$ cat src/rtl/local_packet_fifo_if.sv
// Bundles the local-in packet FIFO's data, handshake and status signals.
// The master side is the local-in merge stage plus the neuron core. The
// slave side is the FIFO itself.
interface local_packet_fifo_if #(
  parameter int PACKET_WIDTH   = 12,
  parameter int ADDR_WIDTH     = 4,
  parameter int DROP_CNT_WIDTH = 8
);

  logic [PACKET_WIDTH-1:0]   din;
  logic                      din_wen;
  logic                      ren;
  logic                      clear_overflow;
  logic [PACKET_WIDTH-1:0]   dout;
  logic                      dout_valid;
  logic                      empty;
  logic                      full;
  logic [ADDR_WIDTH:0]       count;
  logic                      overflow;
  logic [DROP_CNT_WIDTH-1:0] drop_count;

  modport master (
    output din, din_wen, ren, clear_overflow,
    input  dout, dout_valid, empty, full, count, overflow, drop_count
  );

  modport slave (
    input  din, din_wen, ren, clear_overflow,
    output dout, dout_valid, empty, full, count, overflow, drop_count
  );

endinterface

$ cat src/rtl/local_packet_fifo.sv
// Receive-side packet FIFO sitting after the router's local-in merge stage.
// The producer cannot be stalled. When the FIFO is full and no read frees a
// slot, incoming packets are dropped. Each drop sets a sticky overflow flag
// and bumps a saturating drop counter that software can inspect and clear.
module local_packet_fifo #(
  parameter int PACKET_WIDTH   = 12,
  parameter int DEPTH          = 16,
  parameter int ADDR_WIDTH     = 4,
  parameter int DROP_CNT_WIDTH = 8
) (
  input logic                clk,
  input logic                reset,
  local_packet_fifo_if.slave bus
);

  localparam logic [ADDR_WIDTH:0] FULL_COUNT = (ADDR_WIDTH + 1)'(DEPTH);

  logic [PACKET_WIDTH-1:0]   mem_q [DEPTH];

  logic [ADDR_WIDTH-1:0]     wrPtr_q, wrPtr_d;
  logic [ADDR_WIDTH-1:0]     rdPtr_q, rdPtr_d;
  logic [ADDR_WIDTH:0]       count_q, count_d;
  logic [PACKET_WIDTH-1:0]   dout_q, dout_d;
  logic                      doutValid_q, doutValid_d;
  logic                      overflow_q, overflow_d;
  logic [DROP_CNT_WIDTH-1:0] dropCount_q, dropCount_d;

  logic emptyInt;
  logic fullInt;
  logic rdAcc;
  logic wrAcc;
  logic dropHit;

  // Status flags come straight from the registered occupancy, so din and ren
  // never reach an output combinationally.
  assign emptyInt = (count_q == '0);
  assign fullInt  = (count_q == FULL_COUNT);

  // A read on a full FIFO frees a slot in the same cycle, so a simultaneous
  // write is still accepted. Only a write that finds no room becomes a drop.
  assign rdAcc   = bus.ren & ~emptyInt;
  assign wrAcc   = bus.din_wen & (~fullInt | rdAcc);
  assign dropHit = bus.din_wen & fullInt & ~rdAcc;

  // Compute next-state values for pointers, occupancy, read data and drop bookkeeping.
  always_comb begin
    wrPtr_d     = wrPtr_q;
    rdPtr_d     = rdPtr_q;
    count_d     = count_q;
    dout_d      = dout_q;
    doutValid_d = 1'b0;
    overflow_d  = overflow_q;
    dropCount_d = dropCount_q;

    if (wrAcc) begin
      wrPtr_d = wrPtr_q + 1'b1;
    end

    if (rdAcc) begin
      rdPtr_d     = rdPtr_q + 1'b1;
      dout_d      = mem_q[rdPtr_q];
      doutValid_d = 1'b1;
    end

    case ({wrAcc, rdAcc})
      2'b10:   count_d = count_q + 1'b1;
      2'b01:   count_d = count_q - 1'b1;
      default: count_d = count_q;
    endcase

    // A drop in the same cycle as a clear wins and leaves a count of one.
    if (dropHit) begin
      overflow_d = 1'b1;
      if (bus.clear_overflow) begin
        dropCount_d = DROP_CNT_WIDTH'(1);
      end else if (~&dropCount_q) begin
        dropCount_d = dropCount_q + 1'b1;
      end
    end else if (bus.clear_overflow) begin
      overflow_d  = 1'b0;
      dropCount_d = '0;
    end
  end

  // Write storage only when a packet is accepted. Reset ignores writes, and the contents themselves are never cleared.
  always_ff @(posedge clk) begin
    if (!reset && wrAcc) begin
      mem_q[wrPtr_q] <= bus.din;
    end
  end

  // Register all control state. Synchronous reset empties the FIFO and clears the overflow bookkeeping.
  always_ff @(posedge clk) begin
    if (reset) begin
      wrPtr_q     <= '0;
      rdPtr_q     <= '0;
      count_q     <= '0;
      dout_q      <= '0;
      doutValid_q <= 1'b0;
      overflow_q  <= 1'b0;
      dropCount_q <= '0;
    end else begin
      wrPtr_q     <= wrPtr_d;
      rdPtr_q     <= rdPtr_d;
      count_q     <= count_d;
      dout_q      <= dout_d;
      doutValid_q <= doutValid_d;
      overflow_q  <= overflow_d;
      dropCount_q <= dropCount_d;
    end
  end

  assign bus.dout       = dout_q;
  assign bus.dout_valid = doutValid_q;
  assign bus.empty      = emptyInt;
  assign bus.full       = fullInt;
  assign bus.count      = count_q;
  assign bus.overflow   = overflow_q;
  assign bus.drop_count = dropCount_q;

endmodule
$ cat src/flat_wrapper.sv
// flat-port wrapper written by rule: the top's interface ports become plain ports
module local_packet_fifo_flat 
#(
  parameter int PACKET_WIDTH   = 12,
  parameter int DEPTH          = 16,
  parameter int ADDR_WIDTH     = 4,
  parameter int DROP_CNT_WIDTH = 8
)
  (clk, reset, bus_din, bus_din_wen, bus_ren, bus_clear_overflow, bus_dout, bus_dout_valid, bus_empty, bus_full, bus_count, bus_overflow, bus_drop_count);
  local_packet_fifo_if #(.PACKET_WIDTH(PACKET_WIDTH), .ADDR_WIDTH(ADDR_WIDTH), .DROP_CNT_WIDTH(DROP_CNT_WIDTH)) bus_i ();
  input logic clk;
  input logic reset;
  input wire logic [$bits(bus_i.din)-1:0] bus_din;
  input wire logic [$bits(bus_i.din_wen)-1:0] bus_din_wen;
  input wire logic [$bits(bus_i.ren)-1:0] bus_ren;
  input wire logic [$bits(bus_i.clear_overflow)-1:0] bus_clear_overflow;
  output wire logic [$bits(bus_i.dout)-1:0] bus_dout;
  output wire logic [$bits(bus_i.dout_valid)-1:0] bus_dout_valid;
  output wire logic [$bits(bus_i.empty)-1:0] bus_empty;
  output wire logic [$bits(bus_i.full)-1:0] bus_full;
  output wire logic [$bits(bus_i.count)-1:0] bus_count;
  output wire logic [$bits(bus_i.overflow)-1:0] bus_overflow;
  output wire logic [$bits(bus_i.drop_count)-1:0] bus_drop_count;
  assign bus_i.din = bus_din;
  assign bus_i.din_wen = bus_din_wen;
  assign bus_i.ren = bus_ren;
  assign bus_i.clear_overflow = bus_clear_overflow;
  assign bus_dout = bus_i.dout;
  assign bus_dout_valid = bus_i.dout_valid;
  assign bus_empty = bus_i.empty;
  assign bus_full = bus_i.full;
  assign bus_count = bus_i.count;
  assign bus_overflow = bus_i.overflow;
  assign bus_drop_count = bus_i.drop_count;
  local_packet_fifo #(.PACKET_WIDTH(PACKET_WIDTH), .DEPTH(DEPTH), .ADDR_WIDTH(ADDR_WIDTH), .DROP_CNT_WIDTH(DROP_CNT_WIDTH)) u_core (.clk(clk), .reset(reset), .bus(bus_i));
endmodule
$ cat config.mk
export PLATFORM = sky130hd
export DESIGN_NAME = local_packet_fifo_flat
export DESIGN_NICKNAME = d
export VERILOG_FILES = /design/src/rtl/local_packet_fifo_if.sv /design/src/rtl/local_packet_fifo.sv /design/src/flat_wrapper.sv
export SDC_FILE = /design/constraint.sdc
export NUM_CORES = 1
export LEC_CHECK = 0
export ABC_AREA = 1
export CORE_AREA = 2 2 166 127
export DETAILED_ROUTE_END_ITERATION = 8
export DIE_AREA = 0 0 168 129
export PLACE_DENSITY = 0.78
export SLEW_MARGIN = 10
export SYNTH_ARGS = -nofsm -noshare
export SYNTH_HDL_FRONTEND = slang
export SYNTH_SLANG_ARGS = --single-unit
$ cat constraint.sdc
create_clock -name clk -period 5.78 [get_ports clk]
set_clock_uncertainty 0.2 [all_clocks]
set_input_delay 1.156 -clock clk [delete_from_list [all_inputs] [get_ports clk]]
set_output_delay 1.156 -clock clk [all_outputs]
set_load 0.02 [all_outputs]
* Word level (Yosys, flattened, before mapping) *
Memories as Yosys holds them, arrays and structs flattened. A register that Yosys moved wholly into a read port is not among the register bits.
Cells that the tools add are included.

cells by class
  reductions and logical operators = 7
  multiply operators = 0
  add/sub/neg operators = 5
  divide/modulo/power cells = 0
  $lt $le $gt $ge = 0
  equality and inequality tests = 4
  bitwise operators = 8
  mux-type cells = 10
  shifts and indexed selects = 0

operators by type and width
  cell                   number
  $mux W8                4
  $pmux W5 S2            1
  $add A4 B1 Y4 const B  2
  $add A8 B1 Y8 const B  1
  $reduce_and A8 Y1      1
  $add A5 B1 Y5 const B  1
  $eq A5 B5 Y1 const B   1
  $logic_not A5 Y1       1
  $mux W1                5
  $sub A5 B1 Y5 const B  1
  $and A1 B1 Y1          4
  $reduce_bool A2 Y1     2
  $not A1 Y1             3
  $eq A2 B1 Y1 const B   1
  $eq A2 B2 Y1 const B   1
  $ne A2 B2 Y1 const B   1
  $reduce_and A2 Y1      1
  $logic_and A1 B1 Y1    1
  $logic_not A1 Y1       1
  $or A1 B1 Y1           1

word-level totals
  bits in writable memories = 192
  bits in registers = 23
  word-level logic and storage cells = 41
  bits in latches = 0
  ROM bits = 0
  output and inout bits = 29
  memories = 1

memories
  memory        depth  bits a word  rd ports  clocked after Yosys merged registers in  write ports  line                     text
  u_core.mem_q  16     12           1         1                                        1            local_packet_fifo.sv:18  logic [PACKET_WIDTH-1:0] mem_q [DEPTH];

* Logic depth before layout (Yosys ltp) *
Gate-level depths: netlist of run 1.

  depth in word-level cells = 8
  gate-level depth with buffers = 13

* Worst setup path before layout of run 1 *
No wires, ideal clock.

  kind = input -> register
  from = in bus_ren
  to = mem u_core.mem_q[11][0], enable pin
  stages on the path = 6
  buffers on the path = 0
  slack = 2,995 ps
  arrival = 2,205 ps
  library setup time = 380 ps
  data required time = 5,200 ps
  cell sequence = inv_1 > nand4_1 > nand2_1 > inv_1 > nand2_1 > nor2_1

on the way
  word-level cells in the longest chain between the ends = 6

RTL lines
  item                           line                     text
  start: declaration             flat_wrapper.sv:15       input wire logic [$bits(bus_i.ren)-1:0] bus_ren;
  $and A1 B1 Y1                  local_packet_fifo.sv:41  assign rdAcc = bus.ren & ~emptyInt;
  $or A1 B1 Y1                   local_packet_fifo.sv:42  assign wrAcc = bus.din_wen & (~fullInt | rdAcc);
  $and A1 B1 Y1                  local_packet_fifo.sv:42
  $logic_and A1 B1 Y1            local_packet_fifo.sv:87  if (!reset && wrAcc) begin
  $mux W1                        local_packet_fifo.sv:87
  $mux W1 (not written as such)  local_packet_fifo.sv:88  mem_q[wrPtr_q] <= bus.din;
  end: declaration               local_packet_fifo.sv:18

No other way between the ends.

* Worst setup path in the final report of run 1 *
  from = in bus_ren
  to = mem u_core.mem_q[7][2], enable pin

Same word-level chain as after synthesis.

==> out/metrics.yaml, run 1 <==
power_and_ir_drop:
  power_leakage_uw: 0.00452
  combPwrFrac_pct: 22.4
  switchingPower_uw: 1310
  clockPowerShare_pct: 32.6
  powerDensity_nw_per_um2: 380
  p_total_uw: 4240
  p_int_uw: 2940
  vdd_drop_max_mv: 0.209
  swShare_pct: 30.8
  p_seq_share_pct: 45.0
setup_path:
  critPathLaunchType: "primary input"
  crit_fanout: 12
  critPathRequiredTime_ns: 5.71
  worstSetupPathType: "primary input to flop"
  worstPathArrival_ns: 3.28
  end_kind: "flop"
logic_synthesis:
  postSynthNetCount: 1039
  ys_seq_area_share_pct: 65.2
  synth.avg_cell_area_sq_um: 9.80
  ys_seq_elements: 227
  syn_inst: 1012
  synth_cell_type_count: 28
  yosys_warnings: 0
  synth_area_sq_um: 9920
drt:
  drcViolationCount: 3
  postRouteAntennaNets: 0
  routed_wl_microns: 23700
  num_vias: 7050
  vias_per_cell: 5.37
  wl_per_cell_microns: 18.1
  drtIter0Drc: 967
  drtPass1Iterations: 9
place:
  placedCellCount: 1274
  dp_slack_ns: 1.79
  hpwl_microns: 14800
  globalplace.congestion: 0.903
  numPortBuffers: 45
cts:
  root_buffer: "clkbuf_16"
  htreeDepth: 1
  cts_tree: "built"
  clk_latency_ns: 0.51
  post_cts_buffers: 0
  cts.sinks: 227
  cts_resized: 0
  cts_inserted_buffers: 21
  cts.path.max_buffers: 3
  cts_hold_buf: 0
  path_clk_slew_ns: 0.07
grt:
  grt_max_degree: 98
  gr-total-overflow: 0
  antenna_found_initial: 0
  grt_pass1_wl_microns: 37200
  grt_util_all_layers_pct: 22.5
  grt_pass1_vias: 6794
sta:
  finalHoldViolCount: 0
  rsz0062_at_grt: "no"
  post-route-period-util_pct: 58.1
  slew_headroom_pct: 23.6
  setup_slack_ns: 2.42
  tns_ns: 0
  tightest_slew_ns: 1.14
  report.final.slew_viol_count: 0
  fmax_mhz: 298
  fin_crit_ns: 3.36
  finalSetupViolCount: 0
final_layout:
  fin_nets: 1066
  final_common_cell: "nand2_1"
  layout_common_cells: "285 x nand2_1, 192 x edfxtp_1, 158 x nand3_1"
  drive_gt1_share_pct: 4.84
  stdcell_count: 1313
  syn2layout_area_growth_pct: 12.5
floorplanning:
  initial_utilization_pct: 49.6
  rows: 45
  dieArea_sq_um: 21700
  core_area_sq_um: 20000
  die_w_microns: 168
  fp.dieH_microns: 129
  num_io_pins: 46
run:
  drv_cap: 0
worst_hold_path:
  hold_class: "flop to flop"
status:
  violations: "design-rule violations"
  outcome: "finished with violations"
## worst paths after layout
path	slack, ns	startpoint	cells after the start	end
setup reg to reg	3.13	u_core.rdPtr_q[2]	6	u_core.bus.dout[8]
setup / recovery	2.42	bus_ren	7	u_core.mem_q[7][2]
hold reg to reg	0.27	u_core.bus.overflow	2	u_core.bus.overflow
hold / removal	0.27	u_core.bus.overflow	2	u_core.bus.overflow
## state kept, by name, summed over array words and instances (netlist names)
| register | flops |
|---|---|
| u_core.mem_q | 192 |
| u_core.bus.dout | 12 |
| u_core.bus.drop_count | 8 |
| u_core.bus.count | 5 |
| u_core.rdPtr_q | 4 |
| u_core.wrPtr_q | 4 |
| u_core.bus.dout_valid | 1 |
| u_core.bus.overflow | 1 |
## final cells by class
class                   count  area [sq um]
fillers                  1648          8830
flip-flops and latches    227          6470
multi-input cells         601          2680
clock buffers              25           561
inverters                 140           531
repair buffers             48           473
well taps                 258           323
clock inverters            13           118
diodes                      1          2.50
## logic make-up after synthesis
group | synth area share [%]
buf+inv | 7.78
fa+ha+maj | 1.34
compound gates | 2.25
flops | 65.2
xor+xnor | 0.353
simple gates | 23.1
## Yosys cell counts
cell type / number / share of area (%)
nand2_4: 1 / 0.11
inv_1: 136 / 5.1
xor2_1: 3 / 0.26
nor2_1: 86 / 3.3
nand3_1: 158 / 8.0
o21bai_1: 2 / 0.15
xnor2_1: 1 / 0.088
buf_6: 3 / 0.34
nand3_2: 2 / 0.20
buf_1: 4 / 0.15
nand2_1: 285 / 11
dfxtp_1: 35 / 7.1
o21ai_1: 10 / 0.50
nand4_1: 4 / 0.25
o21ai_0: 15 / 0.76
a21oi_1: 15 / 0.76
nand2_2: 3 / 0.19
clkbuf_1: 8 / 0.30
fa_1: 1 / 0.20
buf_2: 22 / 1.1
nor2_2: 4 / 0.25
ha_1: 9 / 1.1
inv_4: 2 / 0.13
inv_2: 2 / 0.076
a21boi_0: 1 / 0.076
buf_4: 7 / 0.53
nand3b_1: 1 / 0.076
edfxtp_1: 192 / 58
## power groups by stage
stage	sequential (uW)	combinational [uW]	clock, uW
finish	1910	951	1380
global placement	1940	922	0
detailed placement	1950	936	0
CTS	1910	947	1390
floorplan	1960	646	0
global route	1920	1060	1460
## critical path, cell delays in order
cell and delay [ns]:
clkdlybuf4s50_1 0.53, inv_1 0.06, nand4_1 0.11, nand2_1 0.16, inv_1 0.18, nand2_1 0.19
nor2_1 0.89
## through the flow
| stage | utilization (%) | cell area (sq um) | hold slack, ns |
|---|---|---|---|
| floorplan | - | 9920 | 0.272 |
| global placement | 52.4 | 10500 | 0.247 |
| detailed placement | 52.4 | 10500 | 0.260 |
| CTS | 55.8 | 11200 | 0.275 |
| global route | 55.8 | 11200 | 0.341 |
| finish | 55.8 | 11200 | 0.275 |
## layer usage
layer  share of wire [%]  wire, microns  global-route usage [%]  vias to the layer above
li1                    -              -                       -                     3349
met1                  43          10100                    32.4                     3291
met2                  45          10700                    34.8                      361
met3                  10           2360                    4.64                       49
met4                 2.6            618                    6.80                        0
met5                   0              0                       0                        -
No activity file was read; power rests on OpenSTA's default activity.
==> run 2: changes to the inputs <==
- clock period: 5.78 -> 3.1 ns (I/O delays scaled with it)
==> out/metrics.yaml, run 2 (synthesized netlist as in run 1, its figures left out) <==
status:
  outcome: "complete, no violations"
run:
  drv_cap: 0
drt:
  wl_per_cell_microns: 17.4
  drtPass1Iterations: 7
  vias_per_cell: 5.34
  drtIter0Drc: 871
  drcViolationCount: 0
  num_vias: 7172
  postRouteAntennaNets: 0
  routed_wl_microns: 23300
setup_path:
  crit_fanout: 5
  critPathRequiredTime_ns: 2.28
  end_kind: "primary output"
  rr_startpoint: "u_core.rdPtr_q[0]"
  worstSetupPathType: "flop to primary output"
  critPathLaunchType: "flop"
  rrSetupSlack_ns: 0.81
  worstPathArrival_ns: 1.90
  regToRegEndpoint: "u_core.bus.dout[10]"
  reg2reg_depth: 9
  endpoint: "bus_full"
  critical_path.startpoint: "u_core.bus.count[0]"
cts:
  cts.path.max_buffers: 3
  root_buffer: "clkbuf_16"
  cts_inserted_buffers: 22
  htreeDepth: 1
  cts_resized: 0
  path_clk_slew_ns: 0.07
  post_cts_buffers: 0
  cts.sinks: 227
  cts_hold_buf: 0
  cts_tree: "built"
  clk_latency_ns: 0.51
sta:
  slew_headroom_pct: 41.9
  report.final.slew_viol_count: 0
  tns_ns: 0
  tightest_slew_ns: 0.868
  finalSetupViolCount: 0
  rsz0062_at_grt: "no"
  post-route-period-util_pct: 87.6
  finalHoldViolCount: 0
  fin_crit_ns: 2.72
  fmax_mhz: 368
final_layout:
  antenna_cells: 0
  multi_input_area_sq_um: 2680
  fin_nets: 1097
  regArea_sq_um: 6470
  fin_area_sq_um: 11400
  syn2layout_area_growth_pct: 15.4
  final_common_cell: "nand2_1"
  fin_util_pct: 57.3
  top_register: "u_core.mem_q"
  filler_cell_count: 1592
  layout_common_cells: "285 x nand2_1, 192 x edfxtp_1, 158 x nand3_1"
  drive_gt1_share_pct: 7.83
  largest_register_ffs: 192
floorplanning:
  die_w_microns: 168
  dieArea_sq_um: 21700
  rows: 45
  core_area_sq_um: 20000
  fp.dieH_microns: 129
  initial_utilization_pct: 49.6
  num_io_pins: 46
power_and_ir_drop:
  swShare_pct: 30.3
  p_seq_share_pct: 43.6
  power_leakage_uw: 0.00471
  p_int_uw: 5650
  combPwrFrac_pct: 22.6
  clockPowerShare_pct: 33.8
  vdd_drop_max_mv: 0.308
  powerDensity_nw_per_um2: 708
  switchingPower_uw: 2460
  p_total_uw: 8100
grt:
  grt_pass1_wl_microns: 36900
  grt_max_degree: 63
  grt_util_all_layers_pct: 22.2
  antenna_found_initial: 0
  gr-total-overflow: 0
  grt_pass1_vias: 6835
place:
  globalplace.congestion: 0.901
  place_area_sq_um: 10700
  hpwl_microns: 14800
  numPortBuffers: 45
worst_hold_path:
  hold_depth: 2
  hold_class: "flop to flop"
==> run 2: cell count changes in the layout (fill, tap and decap cells not counted), sizes merged <==
cell / previous run / this run
diode: 1 / 0
buf: 3 / 33
bufinv: 2 / 3
inv: 141 / 140
clkinv: 7 / 9
==> run 2: through the flow <==
step / setup WS (ns) / std cells / hold WS [ns]
3_5_place_dp: 0.364 / 1304 / 0.256
2_1_floorplan: 0.851 / 1012 / 0.272
4_1_cts: 0.366 / 1344 / 0.271
3_3_place_gp: 0.404 / 1304 / 0.251
5_1_grt: 0.283 / 1344 / 0.324
6_report: 0.383 / 1344 / 0.270
==> run 2: worst min-delay path by stage <==
stage / from / to / slack (ns)
after CTS: u_core.bus.overflow / u_core.bus.overflow / 0.27
after global placement: u_core.bus.overflow / u_core.bus.overflow / 0.25
after detailed placement: u_core.bus.overflow / u_core.bus.overflow / 0.26
after floorplan: u_core.wrPtr_q[3] / u_core.wrPtr_q[3] / 0.27
final: u_core.bus.overflow / u_core.bus.overflow / 0.27
after global routing: u_core.bus.overflow / u_core.bus.overflow / 0.32
==> run 2: worst max-delay path, stage by stage, from the launching register on <==
cell             delay, ns
dfxtp_1               0.36
nor2_2                0.19
nand3_1               0.16
inv_1                 0.08
clkdlybuf4s50_1       0.59
==> run 2: power groups by stage <==
stage          logic, uW  registers (uW)  clock network, uW
2_1_floorplan       1200            3650                  0
3_3_place_gp        1770            3590                  0
3_5_place_dp        1810            3600                  0
4_1_cts             1820            3530               2760
5_1_grt             2050            3550               2870
6_report            1830            3530               2740
==> run 2: per-layer routing <==
layer | routed length (microns) | GRT usage (%) | up-vias
li1 | - | - | 3413
met1 | 9860 | 31.0 | 3340
met2 | 10600 | 35.3 | 371
met3 | 2310 | 4.83 | 48
met4 | 560 | 6.70 | 0
met5 | 0 | 0 | -
==> run 2: area by class of cell <==
type	count	area share (%)
Clock buffer	25	5.09
Clock inverter	15	1.39
Inverter	140	4.63
Multi-Input combinational cell	601	23.4
Sequential cell	227	56.5
Tap cell	258	2.82
Timing Repair Buffer	78	6.10
==> run 3: changes to the inputs <==
- ABC_AREA: 1 -> unset
- CORE_AREA: 2 2 166 127 -> 2 2 158 121
- DIE_AREA: 0 0 168 129 -> 0 0 160 123
==> out/metrics.yaml, run 3 <==
logic_synthesis:
  syn_inst: 488
  ys_seq_area_share_pct: 72.3
  synth_top_area_cell: "edfxtp_1"
  synth_cell_type_count: 41
  synth_flop_cell: "edfxtp_1"
  synth.most_common_cell: "edfxtp_1"
  synth.avg_cell_area_sq_um: 18.3
  synth_area_sq_um: 8950
  synth_edf_count: 192
  ys_seq_elements: 227
  yosys-top-cells-count: "192 x edfxtp_1, 48 x mux4_2, 42 x nor2_1"
  yosys_warnings: 0
  synth.top_cell.area_share_pct: 64.4
  yosys-top-cells-area: "edfxtp_1 64%, mux4_2 12%, dfxtp_1 7.8%"
  async_reset_ff_share_pct: 0
  postSynthNetCount: 515
drt:
  num_vias: 4775
  drtPass1Iterations: 6
  drcViolationCount: 0
  wl_per_cell_microns: 22.5
  vias_per_cell: 5.75
  drtIter0Drc: 599
  routed_wl_microns: 18700
  postRouteAntennaNets: 0
place:
  hpwl_microns: 11600
  dp_slack_ns: -0.0935
  globalplace.congestion: 0.867
  numPortBuffers: 45
sta:
  rsz0062_at_grt: "no"
  slew_headroom_pct: 50.8
  tns_ns: 0
  fin_crit_ns: 3.03
  finalSetupViolCount: 0
  finalHoldViolCount: 0
  fmax_mhz: 330
  setup_slack_ns: 0.0733
  post-route-period-util_pct: 97.6
  report.final.slew_viol_count: 0
  hold_ws_ns: 0.296
  tightest_slew_ns: 0.737
setup_path:
  worstPathArrival_ns: 2.21
  worstSetupPathType: "flop to primary output"
  critPathLaunchType: "flop"
  critPathRequiredTime_ns: 2.28
  end_kind: "primary output"
  crit_fanout: 8
  reg2reg_depth: 10
  rr_startpoint: "u_core.bus.count[0]"
  regToRegEndpoint: "u_core.bus.count[4]"
  rrSetupSlack_ns: 0.26
floorplanning:
  fp.dieH_microns: 123
  dieArea_sq_um: 19700
  core_area_sq_um: 18200
  die_w_microns: 160
  num_io_pins: 46
  rows: 43
  initial_utilization_pct: 49.2
final_layout:
  drive_gt1_share_pct: 21.2
  filler_cell_count: 1335
  top_register: "u_core.mem_q"
  antenna_cells: 0
  layout_common_cells: "192 x edfxtp_1, 48 x mux4_2, 45 x clkdlybuf4s50_1"
  largest_register_ffs: 192
  fin_nets: 595
  syn2layout_area_growth_pct: 19.0
  final_common_cell: "edfxtp_1"
grt:
  antenna_found_initial: 0
  grt_pass1_vias: 4887
  grt_pass1_wl_microns: 28700
  grt_util_all_layers_pct: 19.6
  gr-total-overflow: 0
  grt_max_degree: 52
power_and_ir_drop:
  powerDensity_nw_per_um2: 739
  power_leakage_uw: 0.00339
  p_total_uw: 7870
  vdd_drop_max_mv: 0.535
cts:
  cts_inserted_buffers: 22
  htreeDepth: 1
  cts_tree: "built"
  post_cts_buffers: 0
  path_clk_slew_ns: 0.06
  root_buffer: "clkbuf_16"
  cts.path.max_buffers: 3
  clk_latency_ns: 0.51
  cts.sinks: 227
worst_hold_path:
  hold_class: "flop to flop"
  hold_start: "u_core.bus.overflow"
  worstHoldEndpoint: "u_core.bus.overflow"
  hold_depth: 2
run:
  drv_cap: 0
status:
  outcome: "complete, no violations"
run 3: cell types whose count changed in the layout (fill, tap and decap cells not counted), sizes merged, moves of 7 or more:
cell    delta
nand3    -156
mux2i     +29
inv      -130
nor2      -48
o221ai    +12
a21oi      -9
xnor2      +7
o21ai     -21
nand3b    +14
nand2    -275
mux4      +48
run 3: cell type report:
| class | count | area, sq um | area share [%] |
|---|---|---|---|
| Sequential cell | 227 | 6470 | 60.8 |
| Clock inverter | 10 | 119 | 1.12 |
| Timing Repair Buffer | 80 | 738 | 6.93 |
| Clock buffer | 30 | 621 | 5.83 |
| Inverter | 9 | 33.8 | 0.317 |
| Tap cell | 247 | 309 | 2.90 |
| Multi-Input combinational cell | 228 | 2350 | 22.1 |
run 3: worst max path at each step:
stage / start / to / cells past startpoint
after floorplan: u_core.bus.count[0] / u_core.bus.count[4] / 10
after global placement: bus_ren / u_core.bus.count[4] / 10
after detailed placement: bus_ren / u_core.bus.count[4] / 10
after CTS: u_core.bus.count[0] / bus_full / 3
after global routing: u_core.bus.count[0] / bus_full / 3
final: u_core.bus.count[0] / bus_full / 3
run 3: power breakdown:
part | switching (uW) | internal [uW] | leakage (uW)
combinational | 834 | 805 | 0.00102
sequential | 96.7 | 3440 | 0.00202
clock | 1120 | 1580 | 0.000356
run 3: kinds of logic (layout without fill, tap and decap cells):
| kind of cell | count (synthesis) | after routing | share of synthesized area (%) |
|---|---|---|---|
| compound gates | 29 | 29 | 2.35 |
| xor+xnor | 12 | 12 | 1.17 |
| fa+ha+maj | 10 | 10 | 1.48 |
| buf+inv | 33 | 129 | 1.44 |
| flops | 227 | 227 | 72.3 |
| mux | 78 | 78 | 15.6 |
| simple gates | 99 | 99 | 5.68 |
run 3: repair_timing:
item	4_1_cts	5_1_grt
hold buffers	0	0
endpoints found under the setup margin	2	0
gates resized for setup	1	0
run 3: worst max-delay path, stage by stage, from the launching register on:
cell,delay [ns]
dfxtp_1,0.36
or4_4,0.61
nor2_1,0.13
clkdlybuf4s50_1,0.61
run 3: routing by layer:
| metal | up-vias | wire [microns] | GRT usage (%) |
|---|---|---|---|
| met5 | - | 0 | 0 |
| met4 | 0 | 452 | 5.69 |
| met3 | 33 | 1590 | 3.99 |
| met2 | 193 | 8730 | 31.7 |
| met1 | 2443 | 7900 | 27.4 |
| li1 | 2106 | - | - |
run 3: per-stage QoR:
step | utilization (%) | cells | area (sq um)
floorplan | - | 488 | 8950
global placement | 54.5 | 791 | 9900
detailed placement | 54.5 | 791 | 9900
CTS | 58.5 | 831 | 10600
global route | 58.5 | 831 | 10600
finish | 58.5 | 831 | 10600
